[config.mk]
export PLATFORM = sky130hd
export DESIGN_NAME = carry_chain_sequencer
export DESIGN_NICKNAME = d
export VERILOG_FILES = /design/src/rtl/carry_seq_pkg.sv /design/src/rtl/nibble_carry_slice.sv /design/src/rtl/carry_chain_sequencer.sv
export SDC_FILE = /design/constraint.sdc
export NUM_CORES = 1
export LEC_CHECK = 0
export BUFFER_PORTS_ARGS = -buffer_cell sky130_fd_sc_hd__buf_2
export CORE_MARGIN = 5
export CORE_UTILIZATION = 25
export CTS_CLUSTER_SIZE = 30
export DETAILED_ROUTE_END_ITERATION = 8
export GPL_TIMING_DRIVEN = 0
export SYNTH_ARGS = -nofsm -noshare
export SYNTH_HDL_FRONTEND = slang
export SYNTH_SLANG_ARGS = --single-unit
[constraint.sdc]
create_clock -name CLK -period 3.18 [get_ports CLK]
set_input_delay 0.318 -clock CLK [delete_from_list [all_inputs] [get_ports CLK]]
set_output_delay 0.318 -clock CLK [all_outputs]
set_load 0.02 [all_outputs]
[src/rtl/carry_seq_pkg.sv]
// Shared definitions for the nibble-serial carry-chain sequencer:
// FSM encoding, slice width and index-width helper.
package carry_seq_pkg;

    typedef enum logic [1:0] {
        IDLE = 2'd0,
        RUN  = 2'd1,
        DONE = 2'd2
    } seq_state_e;

    localparam int SLICE_W = 4;

    // A single-nibble build still needs a 1-bit index register.
    function automatic int idx_width(input int nibbles);
        return (nibbles > 1) ? $clog2(nibbles) : 1;
    endfunction

endpackage

[src/rtl/nibble_carry_slice.sv]
// Purely combinational 4-bit adder slice; the carry pins are tagged so the
// packer maps them onto the dedicated carry chain.
module nibble_carry_slice (
    (* delay = "30e-12" *)              input  logic [3:0] I_A,
    (* delay = "30e-12" *)              input  logic [3:0] I_B,
    (* carry = "C", delay = "30e-12" *) input  logic       CIN,
                                        output logic [3:0] S,
    (* carry = "C" *)                   output logic       COUT
);

    logic [4:0] total;

    assign total = {1'b0, I_A} + {1'b0, I_B} + {4'b0000, CIN};
    assign S     = total[3:0];
    assign COUT  = total[4];

endmodule

[src/rtl/carry_chain_sequencer.sv]
// WIDTH-bit adder that reuses one 4-bit carry slice, one nibble per cycle,
// LSB first, with the carry registered between passes.
module carry_chain_sequencer
    import carry_seq_pkg::*;
#(
    parameter int WIDTH = 16
) (
    input  logic             CLK,
    input  logic             RST_N,
    input  logic             IN_VALID,
    output logic             IN_READY,
    input  logic [WIDTH-1:0] A,
    input  logic [WIDTH-1:0] B,
    input  logic             CIN,
    output logic             OUT_VALID,
    input  logic             OUT_READY,
    output logic [WIDTH-1:0] SUM,
    output logic             COUT,
    output logic             BUSY
);

    localparam int NIBBLES = WIDTH / SLICE_W;
    localparam int IDX_W   = idx_width(NIBBLES);
    localparam logic [IDX_W-1:0] LAST_IDX = IDX_W'(NIBBLES - 1);

    if (((WIDTH % SLICE_W) != 0) || (WIDTH < SLICE_W)) begin : g_bad_width
        $error("carry_chain_sequencer: WIDTH must be a multiple of 4 and at least 4");
    end

    seq_state_e       state_q, state_d;
    logic [IDX_W-1:0] idx_q, idx_d;
    logic             carry_q, carry_d;
    logic [WIDTH-1:0] a_q, a_d;
    logic [WIDTH-1:0] b_q, b_d;
    logic [WIDTH-1:0] sum_q, sum_d;
    logic             cout_q, cout_d;
    logic             out_valid_q, out_valid_d;

    logic [SLICE_W-1:0] a_nib [NIBBLES];
    logic [SLICE_W-1:0] b_nib [NIBBLES];
    logic [SLICE_W-1:0] slice_s;
    logic               slice_c;

    for (genvar gi = 0; gi < NIBBLES; gi++) begin : g_nib
        assign a_nib[gi] = a_q[gi*SLICE_W +: SLICE_W];
        assign b_nib[gi] = b_q[gi*SLICE_W +: SLICE_W];
    end

    nibble_carry_slice u_slice (
        .I_A  (a_nib[idx_q]),
        .I_B  (b_nib[idx_q]),
        .CIN  (carry_q),
        .S    (slice_s),
        .COUT (slice_c)
    );

    always_comb begin
        state_d     = state_q;
        idx_d       = idx_q;
        carry_d     = carry_q;
        a_d         = a_q;
        b_d         = b_q;
        sum_d       = sum_q;
        cout_d      = cout_q;
        out_valid_d = out_valid_q;

        case (state_q)
            IDLE: begin
                if (IN_VALID) begin
                    a_d     = A;
                    b_d     = B;
                    carry_d = CIN;
                    idx_d   = '0;
                    state_d = RUN;
                end
            end
            RUN: begin
                for (int n = 0; n < NIBBLES; n++) begin
                    if (idx_q == IDX_W'(n)) begin
                        sum_d[n*SLICE_W +: SLICE_W] = slice_s;
                    end
                end
                carry_d = slice_c;
                idx_d   = idx_q + 1'b1;
                if (idx_q == LAST_IDX) begin
                    cout_d      = slice_c;
                    out_valid_d = 1'b1;
                    idx_d       = '0;
                    state_d     = DONE;
                end
            end
            DONE: begin
                // No accept on the handshake edge: IDLE must be visited first.
                if (OUT_READY) begin
                    out_valid_d = 1'b0;
                    state_d     = IDLE;
                end
            end
            default: begin
                state_d = IDLE;
            end
        endcase
    end

    always_ff @(posedge CLK or negedge RST_N) begin
        if (!RST_N) begin
            state_q     <= IDLE;
            idx_q       <= '0;
            carry_q     <= 1'b0;
            a_q         <= '0;
            b_q         <= '0;
            sum_q       <= '0;
            cout_q      <= 1'b0;
            out_valid_q <= 1'b0;
        end else begin
            state_q     <= state_d;
            idx_q       <= idx_d;
            carry_q     <= carry_d;
            a_q         <= a_d;
            b_q         <= b_d;
            sum_q       <= sum_d;
            cout_q      <= cout_d;
            out_valid_q <= out_valid_d;
        end
    end

    assign IN_READY  = (state_q == IDLE);
    assign BUSY      = (state_q != IDLE);
    assign OUT_VALID = out_valid_q;
    assign SUM       = sum_q;
    assign COUT      = cout_q;

endmodule

==> out/results.tsv, run 1 <==
stage	metric	value	unit
yosys	yosysWarningCount	0	
power_and_ir_drop	power_density	1170	mW/mm2
place	globalplace.congestion	0.739	
clock_tree	h-tree-depth	2	
floorplanning	coreArea	0.00968	mm2
floorplanning	io_pins	57	
yosys	ys.flop_type	dfrtp_1	
grt	grt_max_degree	56	
yosys	synth_area	0.00246	mm2
route	routed_wl	5200	um
power_and_ir_drop	seqPwrFrac	35.3	%
floorplanning	dieArea	0.0119	mm2
worst_setup_path	cp.arrival	2.94	ns
route	ant_nets	0	
sta	hold_violations	0	
sta	finalClockSkew	0.00988	ns
worst_setup_path	critical_path.most_common_cell	fa_1	
worst_setup_path	crit_fanout	10	
clock_tree	cts_tree	done	
final_layout	multi_input_area	998	um2
outcome	status	finished clean	
clock_tree	clk_pin_slew	0.10	ns
job	maxCapViolations	0	
power_and_ir_drop	p_switching	1.36	mW
worst_setup_path	crit_path_end_kind	flop	
worst_setup_path	cp_cell_sequence	buf_2, mux4_2, fa_1, inv_1, fa_1, nor2b_1, o21ai_0, nand2b_1, a221o_1	
sta	post-route-min-period	2.76	ns
final_layout	fill_cells	1007	
final_layout	area_growth	22.4	%
worst_setup_path	crit_family	adder cells	
worst_setup_path	worst-setup-path-type	reg -> reg	
floorplanning	initial_core_util	25.4	%
min_path	hold_class	in -> async	
yosys	synth_async_sr_flop_share	100	%
sta	hold_slack	0.0656	ns
power_and_ir_drop	power_frac_comb	52.1	%
route	via_per_inst	4.13	
power_and_ir_drop	peakVddDrop	0.326	mV
clock_tree	cts.sinks	55	
place	dp.cells	364	
worst_setup_path	timing.rr.end	carry_q$_DFFE_PN0P_	
sta	relSlewSlack	54.1	%
worst_setup_path	critPathBufInv	2	
final_layout	fin_cells	371	
floorplanning	row_count	36	
clock_tree	cts_setup_buffers	0	
yosys	ys_types	25	
grt	grt-ovfl-total	0	
power_and_ir_drop	internal_power	2.16	mW
grt	grt_pass1_wl	8450	um
clock_tree	cts_made_buffers	5	
power_and_ir_drop	switching_share	38.7	%
yosys	syn_nets	221	
final_layout	seq_area	0.00138	mm2
sta	slew_violations	0	
worst_setup_path	required	3.36	ns
sta	max_freq	0.362	GHz
worst_setup_path	slowest_delay	0.58	ns
yosys	syn_avg_cell_area	14.1	um2
place	io_buffers	56	
final_layout	num_antenna_cells	0	
power_and_ir_drop	p_leak	1.39	nW
route	vias	1533	
grt	grt_pass1_vias	1655	
yosys	syn-instance-count	175	
sta	finalSetupViolations	0	
clock_tree	cts_resized	0	
yosys	ys_seq_area_share	55.9	%
clock_tree	hold_buffers	0	
worst_setup_path	cp-start-kind	flop	
floorplanning	fp.dieW	109	um
worst_setup_path	cp_slowest_cell	mux4_2	
worst_setup_path	reg2reg_from	idx_q[0]$_DFFE_PN0P_	
worst_setup_path	reg2reg_slack	0.42	ns
route	drtIter0Drc	24	
clock_tree	worst_skew_pair.late_latency	0.30	ns
yosys	synth_edf_count	0	
yosys	ys_ff_latch	55	
route	drc	0	
clock_tree	cts_buffer_depth	2	
grt	grt.total_usage	9.31	%
sta	rsz0062_at_grt	no	
place	hpwl	3970	um
route	drt_pre_antenna_iters	4	
worst_setup_path	r2r_cells	9	
power_and_ir_drop	clkPwrFrac	12.6	%
grt	grt_antenna_before_repair	0	
route	wl_per_cell	14.0	um
final_layout	drive_gt1_share	48.7	%
sta	setup_tns	0	ns
clock_tree	cts_root_buffer	clkbuf_8	
final_layout	nets	284	
sta	worst-slew-pin-transition	0.688	ns
sta	period_share	86.8	%
floorplanning	die_y	109	um
[layout by cell type, fill, tap and decap left out, drive strengths merged]
cell	count
a21o	1
a21oi	3
a221o	1
a22o	2
and2	1
buf	62
bufinv	1
clkbuf	7
dfrtp	55
fa	2
ha	7
inv	8
mux2	37
mux2i	1
mux4	8
nand2	17
nand2b	1
nor2	4
nor2b	2
nor3b	1
o21ai	14
o31ai	1
xor2	2
[power groups by stage]
stage	registers (mW)	logic (mW)	clock network (mW)
floorplan	1.35	1.24	0
detailed placement	1.27	1.88	0
global placement	1.25	1.84	0
CTS	1.25	1.89	0.462
finish	1.24	1.83	0.442
global route	1.30	2.06	0.490
[state kept, by name, indices dropped and copies added (netlist names)]
register	count
a_q	16
b_q	16
COUT	1
SUM	16
OUT_VALID	1
state_q	2
idx_q	2
carry_q	1
[synth_stat cells (3+ instances only)]
master / number / area share (%)
dfrtp_1: 55 / 56
mux2_2: 37 / 17
nand2_1: 16 / 2.4
o21ai_0: 14 / 2.8
inv_1: 8 / 1.2
mux4_2: 8 / 7.3
ha_1: 7 / 3.6
buf_6: 4 / 1.8
a21oi_1: 3 / 0.61
nor2_1: 3 / 0.46
[metrics by stage]
| step | area (um2) | utilization, % | total power, mW | setup WS [ns] |
|---|---|---|---|---|
| 6_report | 3020 | 31.1 | 3.52 | 0.419 |
| 2_1_floorplan | 2460 | - | 2.59 | 0.662 |
| 5_1_grt | 3020 | 31.1 | 3.85 | 0.141 |
| 4_1_cts | 3010 | 31.1 | 3.60 | 0.338 |
| 3_3_place_gp | 2910 | 30.1 | 3.09 | 0.374 |
| 3_5_place_dp | 2910 | 30.1 | 3.15 | 0.347 |
[worst max path at each step]
stage	start	depth (start not counted)	endpoint	slack (ns)
after floorplan	idx_q[0]$_DFFE_PN0P_	9	carry_q$_DFFE_PN0P_	0.66
after global placement	idx_q[0]$_DFFE_PN0P_	9	carry_q$_DFFE_PN0P_	0.37
after detailed placement	idx_q[0]$_DFFE_PN0P_	9	carry_q$_DFFE_PN0P_	0.35
after CTS	idx_q[0]$_DFFE_PN0P_	9	carry_q$_DFFE_PN0P_	0.34
after global routing	idx_q[0]$_DFFE_PN0P_	9	carry_q$_DFFE_PN0P_	0.14
final	idx_q[0]$_DFFE_PN0P_	9	carry_q$_DFFE_PN0P_	0.42
[routing by layer]
metal / vias to the layer above / global-route usage (%) / wire, um
met1: 749 / 12.2 / 2370
met2: 42 / 15.1 / 2500
met4: 0 / 2.67 / 38
li1: 740 / - / -
met3: 2 / 2.61 / 294
met5: - / 0 / 0
[logic make-up after synthesis]
kind of cell               after synthesis  synth area share [%]
and+or+nand+nor                         26                  4.83
AOI/OAI and AO/OA                       22                  5.18
buffers and inverters                   15                  3.61
adders and majority gates                9                  5.18
muxes                                   46                  24.6
xor gates and xnor gates                 2                 0.711
DFF                                     55                  55.9
[final cells by class]
cell class              count  share of cell area (%)
plain buffers               7                    1.95
multi-input cells         105                    33.1
repair buffers             56                    9.38
inverters                   8                   0.996
clock buffers               6                    2.41
clock inverters             1                   0.996
well taps                 133                    5.52
flip-flops and latches     55                    45.6
(Power assumes the default switching activity.)
==> run 2: changes to the inputs <==
--- a/config.mk
+++ b/config.mk
@@ -6,7 +6,6 @@
 export NUM_CORES = 1
 export LEC_CHECK = 0
 export BUFFER_PORTS_ARGS = -buffer_cell sky130_fd_sc_hd__buf_2
-export CORE_MARGIN = 5
 export CORE_UTILIZATION = 25
 export CTS_CLUSTER_SIZE = 30
 export DETAILED_ROUTE_END_ITERATION = 8
==> run 2 against run 1 <==
  * Critical path depth unchanged
  * Fmax decreased by 0.56%
  * Hold slack improved by 0.00062 ns
  * Worst setup slack got worse by 0.016 ns
  * Sequential share of layout area increased by 0.40 points
  * Critical path type unchanged
  * Via count about the same
  * Sequential power about the same
  * Die area decreased by 14%
  * Non-clock buffer count unchanged
==> out/results.tsv, run 2 (synthesis results as in run 1) <==
stage	metric	value	unit
sta	finalClockSkew	0.00952	ns
clock_tree	cts_root_buffer	clkbuf_8	
clock_tree	cts_resized	0	
sta	setup_tns	0	ns
sta	worst-slew-pin-transition	0.717	ns
sta	period_share	87.3	%
clock_tree	cts_tree	done	
clock_tree	hold_buffers	0	
floorplanning	dieArea	0.0103	mm2
route	drt_pre_antenna_iters	4	
grt	grt_pass1_vias	1651	
final_layout	final_core_util	31.9	%
worst_setup_path	cp-startpoint	idx_q[0]$_DFFE_PN0P_	
final_layout	fill_cells	1006	
route	vias	1532	
clock_tree	worst_skew_pair.late_latency	0.30	ns
route	routed_wl	5160	um
sta	relSlewSlack	52.2	%
power_and_ir_drop	peakVddDrop	0.612	mV
power_and_ir_drop	total_power	3.49	mW
clock_tree	cts_buffer_depth	2	
place	globalplace.congestion	0.704	
final_layout	final_common_cell	buf_2	
place	dp.cells	360	
route	wl_per_cell	14.0	um
final_layout	area_growth	21.3	%
grt	grt-ovfl-total	0	
clock_tree	cts.sinks	55	
route	via_per_inst	4.16	
sta	slew_violations	0	
grt	grt.met2_usage	18.6	%
final_layout	nets	284	
floorplanning	io_pins	57	
final_layout	most-common-layout-cells	buf_2, dfrtp_1, mux2_2, nand2_1, o21ai_0	
floorplanning	row_count	35	
sta	max_freq	0.360	GHz
worst_setup_path	required	3.38	ns
route	drtIter0Drc	55	
worst_setup_path	worst-setup-path-type	reg -> reg	
worst_setup_path	crit_path_end_kind	flop	
grt	use_met3	2.62	%
floorplanning	fp.dieW	101	um
grt	grt_max_degree	56	
worst_setup_path	reg2reg_from	idx_q[0]$_DFFE_PN0P_	
floorplanning	coreArea	0.00937	mm2
power_and_ir_drop	power_density	1170	mW/mm2
clock_tree	h-tree-depth	2	
floorplanning	die_y	101	um
worst_setup_path	crit_fanout	10	
route	drc	0	
clock_tree	cts_made_buffers	5	
final_layout	fin_cells	368	
final_layout	num_antenna_cells	0	
floorplanning	initial_core_util	26.3	%
grt	use_met1	13.9	%
job	maxCapViolations	0	
grt	top_usage_layer	met2	
route	ant_nets	0	
grt	grt_antenna_before_repair	0	
sta	hold_slack	0.0662	ns
power_and_ir_drop	p_leak	1.38	nW
clock_tree	cts_setup_buffers	0	
final_layout	drive_gt1_share	48.5	%
outcome	status	finished clean	
worst_setup_path	cp.arrival	2.97	ns
grt	grt.total_usage	10.8	%
sta	post-route-min-period	2.78	ns
sta	hold_violations	0	
place	hpwl	3860	um
grt	grt_pass1_wl	8350	um
sta	finalSetupViolations	0	
place	io_buffers	56	
min_path	hold_class	in -> async	
clock_tree	clk_pin_slew	0.10	ns
worst_setup_path	cp-start-kind	flop	
sta	rsz0062_at_grt	no	
run 2: final cells by class:
type,instances,area (um2),share of cell area (%)
Buffer,7,58.8,1.97
Clock inverter,1,5.00,0.167
Clock buffer,7,76.3,2.55
Tap cell,129,161,5.40
Inverter,8,30.0,1.00
Sequential cell,55,1380,46.0
Multi-Input combinational cell,105,998,33.4
Timing Repair Buffer,56,283,9.46
run 2: path summary, 6_finish.rpt:
check	end	slack, ns	cells after the start
setup / recovery	carry_q$_DFFE_PN0P_	0.40	9
hold / removal	SUM[15]$_DFFE_PN0P_	0.07	1
setup reg to reg	carry_q$_DFFE_PN0P_	0.40	9
hold reg to reg	SUM[7]$_DFFE_PN0P_	0.48	2
max in group asynchronous	b_q[4]$_DFFE_PN0P_	2.65	1
min in group CLK	state_q[1]$_DFFE_PN0P_	0.20	2
run 2: routing by layer:
metal  wire, um  vias to the layer above
li1           -                      734
met1       2340                      760
met2       2600                       36
met3        200                        2
met4         19                        0
met5          0                        -
run 2: worst max-delay path, stage by stage (launching register included):
cell and delay [ns]:
dfrtp_1 0.45, buf_2 0.34, mux4_2 0.57, fa_1 0.42, inv_1 0.08, fa_1 0.19, nor2b_1 0.05, o21ai_0 0.14
nand2b_1 0.11, a221o_1 0.30
run 2: per-stage QoR:
stage / cell area [um2] / setup WS, ns
after CTS: 2990 / 0.358
after global placement: 2910 / 0.389
after floorplan: 2460 / 0.662
final: 2990 / 0.403
after detailed placement: 2910 / 0.381
after global routing: 2990 / 0.140
run 2: power by group:
group          switching [mW]  total, mW  internal, mW
combinational           0.992       1.86         0.870
sequential              0.186       1.25          1.06
clock                   0.222      0.378         0.156
total                    1.40       3.49          2.09
